[src/rtl/arm_fetch_pkg.sv]
// Shared types and constants for the instruction fetch stage.
package arm_fetch_pkg;
  localparam int          WORD_W = 32;
  localparam logic [31:0] PC_INC = 32'd4;

  typedef struct packed {
    logic [WORD_W-1:0] pc;
    logic [WORD_W-1:0] instr;
  } fetch_entry_t;
endpackage

[src/rtl/fetch_fifo.sv]
// Synchronous FIFO with flush; the head reads as zero while the FIFO is empty.
module fetch_fifo #(
  parameter int  DEPTH = 4,
  parameter type T     = logic [31:0],
  localparam int CW    = $clog2(DEPTH + 1)
) (
  input  logic          clk,
  input  logic          rst_n,
  input  logic          i_flush,
  input  logic          i_push,
  input  T              i_data,
  input  logic          i_pop,
  output T              o_head,
  output logic [CW-1:0] o_count,
  output logic          o_full,
  output logic          o_empty
);
  localparam int AW = (DEPTH > 1) ? $clog2(DEPTH) : 1;

  T              r_mem [DEPTH];
  logic [AW-1:0] r_wr, r_rd;
  logic [CW-1:0] r_cnt;
  logic          w_push, w_pop;
  T              w_zero;

  function automatic logic [AW-1:0] ptr_inc(input logic [AW-1:0] p);
    return (p == AW'(DEPTH - 1)) ? '0 : p + AW'(1);
  endfunction

  assign w_zero  = '0;
  assign o_count = r_cnt;
  assign o_empty = (r_cnt == '0);
  assign o_full  = (r_cnt == CW'(DEPTH));
  // A pop frees the slot, so push on a full FIFO is accepted when it pops too.
  assign w_pop   = i_pop && !o_empty;
  assign w_push  = i_push && (!o_full || w_pop);
  assign o_head  = o_empty ? w_zero : r_mem[r_rd];

  always_ff @(posedge clk or negedge rst_n) begin
    if (!rst_n) begin
      r_wr  <= '0;
      r_rd  <= '0;
      r_cnt <= '0;
    end else if (i_flush) begin
      r_wr  <= '0;
      r_rd  <= '0;
      r_cnt <= '0;
    end else begin
      if (w_push) r_wr <= ptr_inc(r_wr);
      if (w_pop)  r_rd <= ptr_inc(r_rd);
      r_cnt <= r_cnt + CW'(w_push) - CW'(w_pop);
    end
  end

  always_ff @(posedge clk) begin
    if (w_push && !i_flush) r_mem[r_wr] <= i_data;
  end
endmodule

[src/rtl/fetch_unit.sv]
// Sequential instruction fetch with an in-order prefetch queue and redirect/flush.
module fetch_unit
  import arm_fetch_pkg::*;
#(
  parameter int          DEPTH    = 4,
  parameter logic [31:0] RESET_PC = 32'h0
) (
  input  logic        clk,
  input  logic        reset,
  output logic        imem_req_valid,
  input  logic        imem_req_ready,
  output logic [31:0] imem_addr,
  input  logic        imem_rsp_valid,
  input  logic [31:0] imem_rsp_data,
  output logic        instr_valid,
  output logic [31:0] instr,
  output logic [31:0] instr_pc,
  input  logic        instr_ready,
  input  logic        redirect,
  input  logic [31:0] redirect_target
);
  localparam int CW = $clog2(DEPTH + 1);

  logic [31:0]   r_fetch_pc;
  logic [CW-1:0] r_outst, r_drop;
  logic          r_live;

  logic [CW-1:0] w_q_cnt, w_tag_cnt;
  logic          w_q_full, w_q_empty, w_tag_full, w_tag_empty;
  logic [CW:0]   w_occ;
  logic          w_fire, w_keep, w_pop;
  logic [31:0]   w_tag_pc;
  fetch_entry_t  w_head, w_push_ent;

  // Queued plus in-flight words are capped so every response has a slot.
  assign w_occ          = {1'b0, w_q_cnt} + {1'b0, r_outst};
  assign imem_req_valid = r_live && !redirect && (w_occ < (CW+1)'(DEPTH));
  assign imem_addr      = r_fetch_pc;
  assign w_fire         = imem_req_valid && imem_req_ready;
  assign w_keep         = imem_rsp_valid && (r_drop == '0) && !redirect;
  assign w_push_ent     = '{pc: w_tag_pc, instr: imem_rsp_data};

  assign instr_valid = !w_q_empty;
  assign instr       = w_head.instr;
  assign instr_pc    = w_head.pc;
  assign w_pop       = instr_valid && instr_ready;

  fetch_fifo #(.DEPTH(DEPTH), .T(fetch_entry_t)) u_iq (
    .clk(clk), .rst_n(reset), .i_flush(redirect), .i_push(w_keep), .i_data(w_push_ent),
    .i_pop(w_pop), .o_head(w_head), .o_count(w_q_cnt), .o_full(w_q_full), .o_empty(w_q_empty)
  );

  // Tags are never flushed: stale responses still need their entry popped.
  fetch_fifo #(.DEPTH(DEPTH), .T(logic [WORD_W-1:0])) u_tag (
    .clk(clk), .rst_n(reset), .i_flush(1'b0), .i_push(w_fire), .i_data(r_fetch_pc),
    .i_pop(imem_rsp_valid), .o_head(w_tag_pc), .o_count(w_tag_cnt), .o_full(w_tag_full),
    .o_empty(w_tag_empty)
  );

  always_ff @(posedge clk or negedge reset) begin
    if (!reset) begin
      r_fetch_pc <= RESET_PC;
      r_outst    <= '0;
      r_drop     <= '0;
      r_live     <= 1'b0;
    end else begin
      r_live <= 1'b1;
      if (redirect) begin
        // Everything still in flight after this cycle belongs to the old path.
        r_fetch_pc <= redirect_target & ~32'h3;
        r_outst    <= r_outst - CW'(imem_rsp_valid);
        r_drop     <= r_outst - CW'(imem_rsp_valid);
      end else begin
        if (w_fire) r_fetch_pc <= r_fetch_pc + PC_INC;
        r_outst <= r_outst + CW'(w_fire) - CW'(imem_rsp_valid);
        if (imem_rsp_valid && r_drop != '0) r_drop <= r_drop - CW'(1);
      end
    end
  end

  a_occ:     assert property (@(posedge clk) disable iff (!reset) w_occ <= (CW+1)'(DEPTH));
  a_rsp:     assert property (@(posedge clk) disable iff (!reset) !(imem_rsp_valid && w_tag_empty));
  a_tag:     assert property (@(posedge clk) disable iff (!reset) w_tag_cnt == r_outst);
  a_tagfull: assert property (@(posedge clk) disable iff (!reset) !(w_fire && w_tag_full && !imem_rsp_valid));
  a_qfull:   assert property (@(posedge clk) disable iff (!reset) !(w_keep && w_q_full && !w_pop));
endmodule

[config.mk]
export PLATFORM = sky130hd
export DESIGN_NAME = fetch_unit
export DESIGN_NICKNAME = d
export VERILOG_FILES = /design/src/rtl/arm_fetch_pkg.sv /design/src/rtl/fetch_fifo.sv /design/src/rtl/fetch_unit.sv
export SDC_FILE = /design/constraint.sdc
export NUM_CORES = 1
export LEC_CHECK = 0
export ABC_AREA = 1
export CAP_MARGIN = 20
export CORE_MARGIN = 1
export CORE_UTILIZATION = 25
export CTS_CLUSTER_SIZE = 10
export DETAILED_ROUTE_END_ITERATION = 10
export DONT_BUFFER_PORTS = 1
export SKIP_LAST_GASP = 1
export SLEW_MARGIN = 15
export SYNTH_ARGS = -nofsm -noshare
export SYNTH_HDL_FRONTEND = slang
export SYNTH_SLANG_ARGS = --single-unit
[constraint.sdc]
create_clock -name clk -period 4.64 [get_ports clk]
set_input_delay 0.928 -clock clk [delete_from_list [all_inputs] [get_ports clk]]
set_output_delay 0.928 -clock clk [all_outputs]
set_load 0.02 [all_outputs]
Word-level counts from Yosys, hierarchy flattened
Memory sizes are Yosys's and may differ from the RTL's.
Index checks and enable logic that the tools add are counted.
{"block": "totals", "n_memories": 2, "ramBits": 384, "reg_bits": 53, "input_bits": 70}
{"block": "op_classes", "magnitude_cmp": 1, "n_eq_ne": 6, "muxes": 20, "reduce_logical": 27, "addsub": 14}
{"name": "u_iq.r_mem", "words": 4, "word_bits": 64, "read_ports": 1, "rd_clocked_by_memory_dff": 0, "wr": 1, "line_no": "fetch_fifo.sv:20", "text": "T r_mem [DEPTH];"}
{"name": "u_tag.r_mem", "words": 4, "word_bits": 32, "read_ports": 1, "rd_clocked_by_memory_dff": 0, "wr": 1, "line_no": "fetch_fifo.sv:20"}
{"cell": "$mux W32", "n": 3}
{"cell": "$mux W64", "n": 1}
{"cell": "$add A32 B3 Y32 const B", "n": 1}
{"cell": "$mux W2", "n": 8}
{"cell": "$logic_and A1 B1 Y1", "n": 12}
{"cell": "$mux W3", "n": 4}
{"cell": "$sub A3 B1 Y3", "n": 4}
{"cell": "$add A3 B1 Y3", "n": 3}
{"cell": "$logic_not A3 Y1", "n": 3}
{"cell": "$add A2 B1 Y2 const B", "n": 4}
{"cell": "$eq A2 B2 Y1 const B", "n": 4}
{"cell": "$reduce_bool A2 Y1", "n": 4}
{"cell": "$eq A3 B3 Y1 const B", "n": 2}
{"cell": "$logic_not A1 Y1", "n": 5}
{"cell": "$add A3 B3 Y4", "n": 1}
{"cell": "$lt A4 B3 Y1 const B", "n": 1}
{"cell": "$mux W1", "n": 4}
{"cell": "$reduce_bool A3 Y1", "n": 1}
{"cell": "$sub A3 B1 Y3 const B", "n": 1}
{"cell": "$logic_or A1 B1 Y1", "n": 2}

Longest topological paths before layout
{"block": "logic_depth", "ltp_word": 9, "ltp_mapped": 13, "mapped_depth_nobuf": 12}

Cells and area by module
From an unflattened synthesis, not the netlist that was laid out.
{"block": "hier_totals", "cells_unflattened": 1792, "hier_area_um2": 18831.8}
{"module": "fetch_fifo at u_iq", "cells_per_inst": 883, "area_per_inst_um2": 10558.9, "instances": 1}
{"module": "fetch_fifo at u_tag", "cells_per_inst": 473, "area_per_inst_um2": 5530.3, "instances": 1}
{"module": "fetch_unit", "cells_per_inst": 436, "area_per_inst_um2": 2742.6, "instances": 1}

Worst setup path before layout
OpenSTA, ideal clock, no wires.
{"block": "synth_path", "path_type": "input to register", "start": "in redirect", "end": "mem u_iq.r_mem[0][0] in the netlist's numbering, enable pin", "path_buffers": 0, "path_slack_ps": 181, "t_required_ps": 4155, "setup_time_ps": 485, "t_arrival_ps": 3975, "cell_stages": 3, "cell_sequence": "clkinv_1 > nand4_1 > nor2_1"}
{"block": "synth_between", "elab_chain_cells": 6}
{"item": "start: declaration", "line_no": "fetch_unit.sv:19", "text": "input logic redirect,"}
{"item": "$logic_not A1 Y1 (*)", "line_no": "fetch_fifo.sv:56, fetch_unit.sv:40"}
{"item": "$logic_and A1 B1 Y1", "line_no": "fetch_unit.sv:40", "text": "assign w_keep = imem_rsp_valid && (r_drop == '0) && !redirect;"}
{"item": "$logic_and A1 B1 Y1", "line_no": "fetch_fifo.sv:36", "text": "assign w_push = i_push && (!o_full || w_pop);"}
{"item": "$logic_and A1 B1 Y1 (*)", "line_no": "fetch_fifo.sv:56", "text": "if (w_push && !i_flush) r_mem[r_wr] <= i_data;"}
{"item": "$mux W1 (*)", "line_no": "fetch_fifo.sv:56"}
{"item": "$mux W1 (implied by the code) (*)", "line_no": "fetch_fifo.sv:56"}
{"item": "end: declaration", "line_no": "fetch_fifo.sv:20"}
Every way passes the cells marked *; elsewhere a longest branch is shown, timed or not.

Worst setup path after layout
{"block": "layout_path", "start": "reg u_iq.r_rd[1]", "end": "out instr_pc[22]"}
{"block": "layout_between", "elab_chain_cells": 2}
{"item": "start: declaration", "line_no": "fetch_fifo.sv:21", "text": "logic [AW-1:0] r_wr, r_rd;"}
{"item": "start signal: assignment", "line_no": "fetch_fifo.sv:50", "text": "if (w_pop) r_rd <= ptr_inc(r_rd);"}
{"item": "$mem_v2 Z4 W64"}
{"item": "$mux W64", "line_no": "fetch_fifo.sv:37", "text": "assign o_head = o_empty ? w_zero : r_mem[r_rd];"}
{"item": "end: declaration", "line_no": "fetch_unit.sv:17", "text": "output logic [31:0] instr_pc,"}
Every way passes these cells.

==> impl_metrics.yaml <==
clock_tree:
  cts-root-buf: "clkbuf_16"
  htreeDepth: 2
  clock-sinks: 423
  post_cts_resized: 0
  clockBufferDepth: 3
  cts.clk_slew.worst_paths_ps: 60
  cts_setup_buffers: 0
  holdBufCountCts: 0
  cts_tree: "yes"
  numCtsBuffers: 50
  clock_latency_ps: 580
placed_design:
  place_ws_ps: 1440
  io_buffers: 0
  hpwl_um: 26100
  placed_cell_area_um2: 19100
  gp_congestion: 0.803
synth:
  synth_compound_area_share_pct: 8.67
  synth_cell_type_count: 33
  synth-async-reset-ratio_pct: 12.1
  synth_xor_area_share_pct: 0.585
  ys_warn_count: 0
  synthFlopType: "edfxtp_1"
  yosysSeqAreaShare_pct: 69.2
  synth.mux.area_fraction_pct: 0
  synth_cells: 1628
  synth_area_leader_cell: "edfxtp_1"
  synth-simple-area-share_pct: 15.6
  synthAdderAreaFrac_pct: 1.93
  syn_area_um2: 18000
  yosys.area.top_type_share_pct: 62.1
  synth_edf_count: 372
  synth_top_family_by_area: "simple AND/OR/NAND/NOR gates"
  avgSynthCellArea_um2: 11.0
  synth-seq-cells: 423
  ys_top_cells_by_area: "edfxtp_1, nor2_1, dfrtp_1"
grt:
  grt_util_all_layers_pct: 11.9
  antenna_found_initial: 0
  first_global_vias: 11330
  grt_pass1_wl_um: 66700
  grt_max_degree: 73
  gr-total-overflow: 0
floorplanning:
  start_util_pct: 25.5
  dieWidth_um: 270
  dieHeight_um: 270
  num_rows: 97
  coreArea_um2: 70600
  dieArea_um2: 73000
  ios: 168
cells_and_area:
  num-fill-cells: 7092
  syn_to_final_growth_pct: 13.9
  nets: 1721
  design_area_um2: 20500
  layout-drive-gt1-share_pct: 6.97
worst_setup_path:
  path_class: "reg2out"
  worstPathArrival_ps: 2830
  critPathCaptureType: "output port"
  crit_fanout: 39
  crit_required_ps: 3710
  cp-start-kind: "flop"
power_and_ir_drop:
  p_switching_mw: 4.26
  p_per_area_nw_per_um2: 574
  internal-power_mw: 7.50
  combPwrFrac_pct: 27.6
  peakVddDrop_mv: 0.315
  pwr-share-clk_pct: 29.6
  switching_share_pct: 36.2
  seqPwrFrac_pct: 42.8
  power.leakage_nw: 7.16
drt:
  vias: 11608
  finalWirelength_um: 44300
  wl_per_cell_um: 17.1
  ant_nets: 0
  drc_errors: 0
  dr.pass1.iters: 5
  dr.first_iter.drc_count: 858
  vias_per_cell: 4.48
job:
  drv_cap: 0
sta:
  tightest_slew_ps: 923
  period_share_pct: 80.9
  hold_viol: 0
  setup_violations: 0
  max_freq_mhz: 266
  max_slew_margin_pct: 38.5
  setup_slack_ps: 884
  rsz0062_at_grt: "no"
  fin_crit_ps: 3760
  whs_ps: 40.7
  tns_ps: 0
  fin_worst_skew_ps: 28.7
  maxSlewViolCount: 0
min_path:
  worst_hold_path_type: "in2async"
status:
  status: "complete, no violations"
[state kept, by name (all words and copies together), names as in the netlist]
| signal | count |
|---|---|
| u_iq.r_mem | 252 |
| u_tag.r_mem | 120 |
| imem_addr | 30 |
| r_drop | 3 |
| r_outst | 3 |
| u_iq.o_count | 3 |
| u_tag.o_count | 3 |
| u_iq.r_rd | 2 |
| u_iq.r_wr | 2 |
| u_tag.r_rd | 2 |
| u_tag.r_wr | 2 |
| r_live | 1 |
[area by class of cell]
cell class                      count  area, µm²  area share (%)
Multi-Input combinational cell   1046       4890            23.9
Antenna cell                        1       2.50          0.0122
Sequential cell                   423      12500            60.8
Clock inverter                      7       67.6           0.330
Clock buffer                       69       1340            6.56
Inverter                           82        313            1.53
Tap cell                          940       1180            5.74
Timing Repair Buffer               22        228            1.11
[worst paths after layout]
check | start | endpoint | slack [ps] | depth (start not counted)
worst max-delay path | u_iq.r_rd[1] | instr_pc[22] | 880 | 5
worst min-delay path | reset | imem_addr[5] | 40 | 0
worst max register to register | u_iq.o_count[1] | u_iq.o_count[2] | 1800 | 11
worst min register to register | u_tag.r_wr[1] | u_tag.r_wr[1] | 570 | 2
max in group asynchronous | reset | u_iq.r_rd[0] | 4440 | 0
min in group clk | redirect | u_iq.o_count[0] | 430 | 1
[worst max-delay path, stage by stage (launching register included)]
cell      delay [ps]
dfrtp_2          360
clkinv_2         580
buf_4            520
nor2_1           130
o21ai_0           90
a21oi_1          580
[cell usage in the layout, fill, tap and decap left out, types with 2 or more instances in the layout]
cell         n
nor2_2       8
clkinv_1     3
fa_1         3
clkbuf_1    18
o21bai_1     8
buf_4       17
o21ai_1      6
nand2_4      4
nand3_1     68
a21oi_1     97
nand2_1    176
or2_2        2
nor2_4      11
xor2_1       5
nand2_2      3
inv_1       75
xnor2_1      7
nand4_1      3
o21ai_0    195
edfxtp_1   372
nor2_1     416
clkinv_2     3
buf_12       5
inv_2        3
ha_1        23
dfrtp_1     49
conb_1       7
clkbuf_16   51
[Yosys cell counts, drive strengths merged (8+ instances only)]
cell and instances:
nor2 435, edfxtp 372, o21ai 201, nand2 183, a21oi 97, inv 81
nand3 68, buf 53, dfrtp 51, clkbuf 29, ha 23, o21bai 8
[layer usage]
| layer | GRT usage (%) | vias up | routed length, µm |
|---|---|---|---|
| met4 | 3.75 | 0 | 1050 |
| met3 | 3.73 | 69 | 3860 |
| met2 | 19.4 | 374 | 20600 |
| met5 | 0 | - | 0 |
| li1 | - | 5538 | - |
| met1 | 14.9 | 5627 | 18800 |
[kinds of logic (layout without fill, tap and decap cells)]
kind of cell	after synthesis	after routing
other	2	8
AOI/OAI and AO/OA	307	307
buffers and inverters	164	180
adders and majority gates	26	26
and+or+nand+nor	694	694
xor gates and xnor gates	12	12
DFF	423	423
[power by group through the flow]
stage,registers (mW),clock network [mW],logic [mW]
6_report,5.03,3.48,3.24
4_1_cts,5.03,3.57,3.29
5_1_grt,5.07,3.72,3.61
2_1_floorplan,4.99,0,2.37
3_5_place_dp,5.11,0,3.27
3_3_place_gp,5.09,0,3.18
[through the flow]
step	cells	util (%)	total power, mW
after floorplan	1633	-	7.36
after global placement	2513	27.0	8.27
after detailed placement	2513	27.0	8.38
after CTS	2589	29.0	11.9
after global routing	2589	29.0	12.4
final	2590	29.0	11.8
No activity file was read; power rests on OpenSTA's default activity.
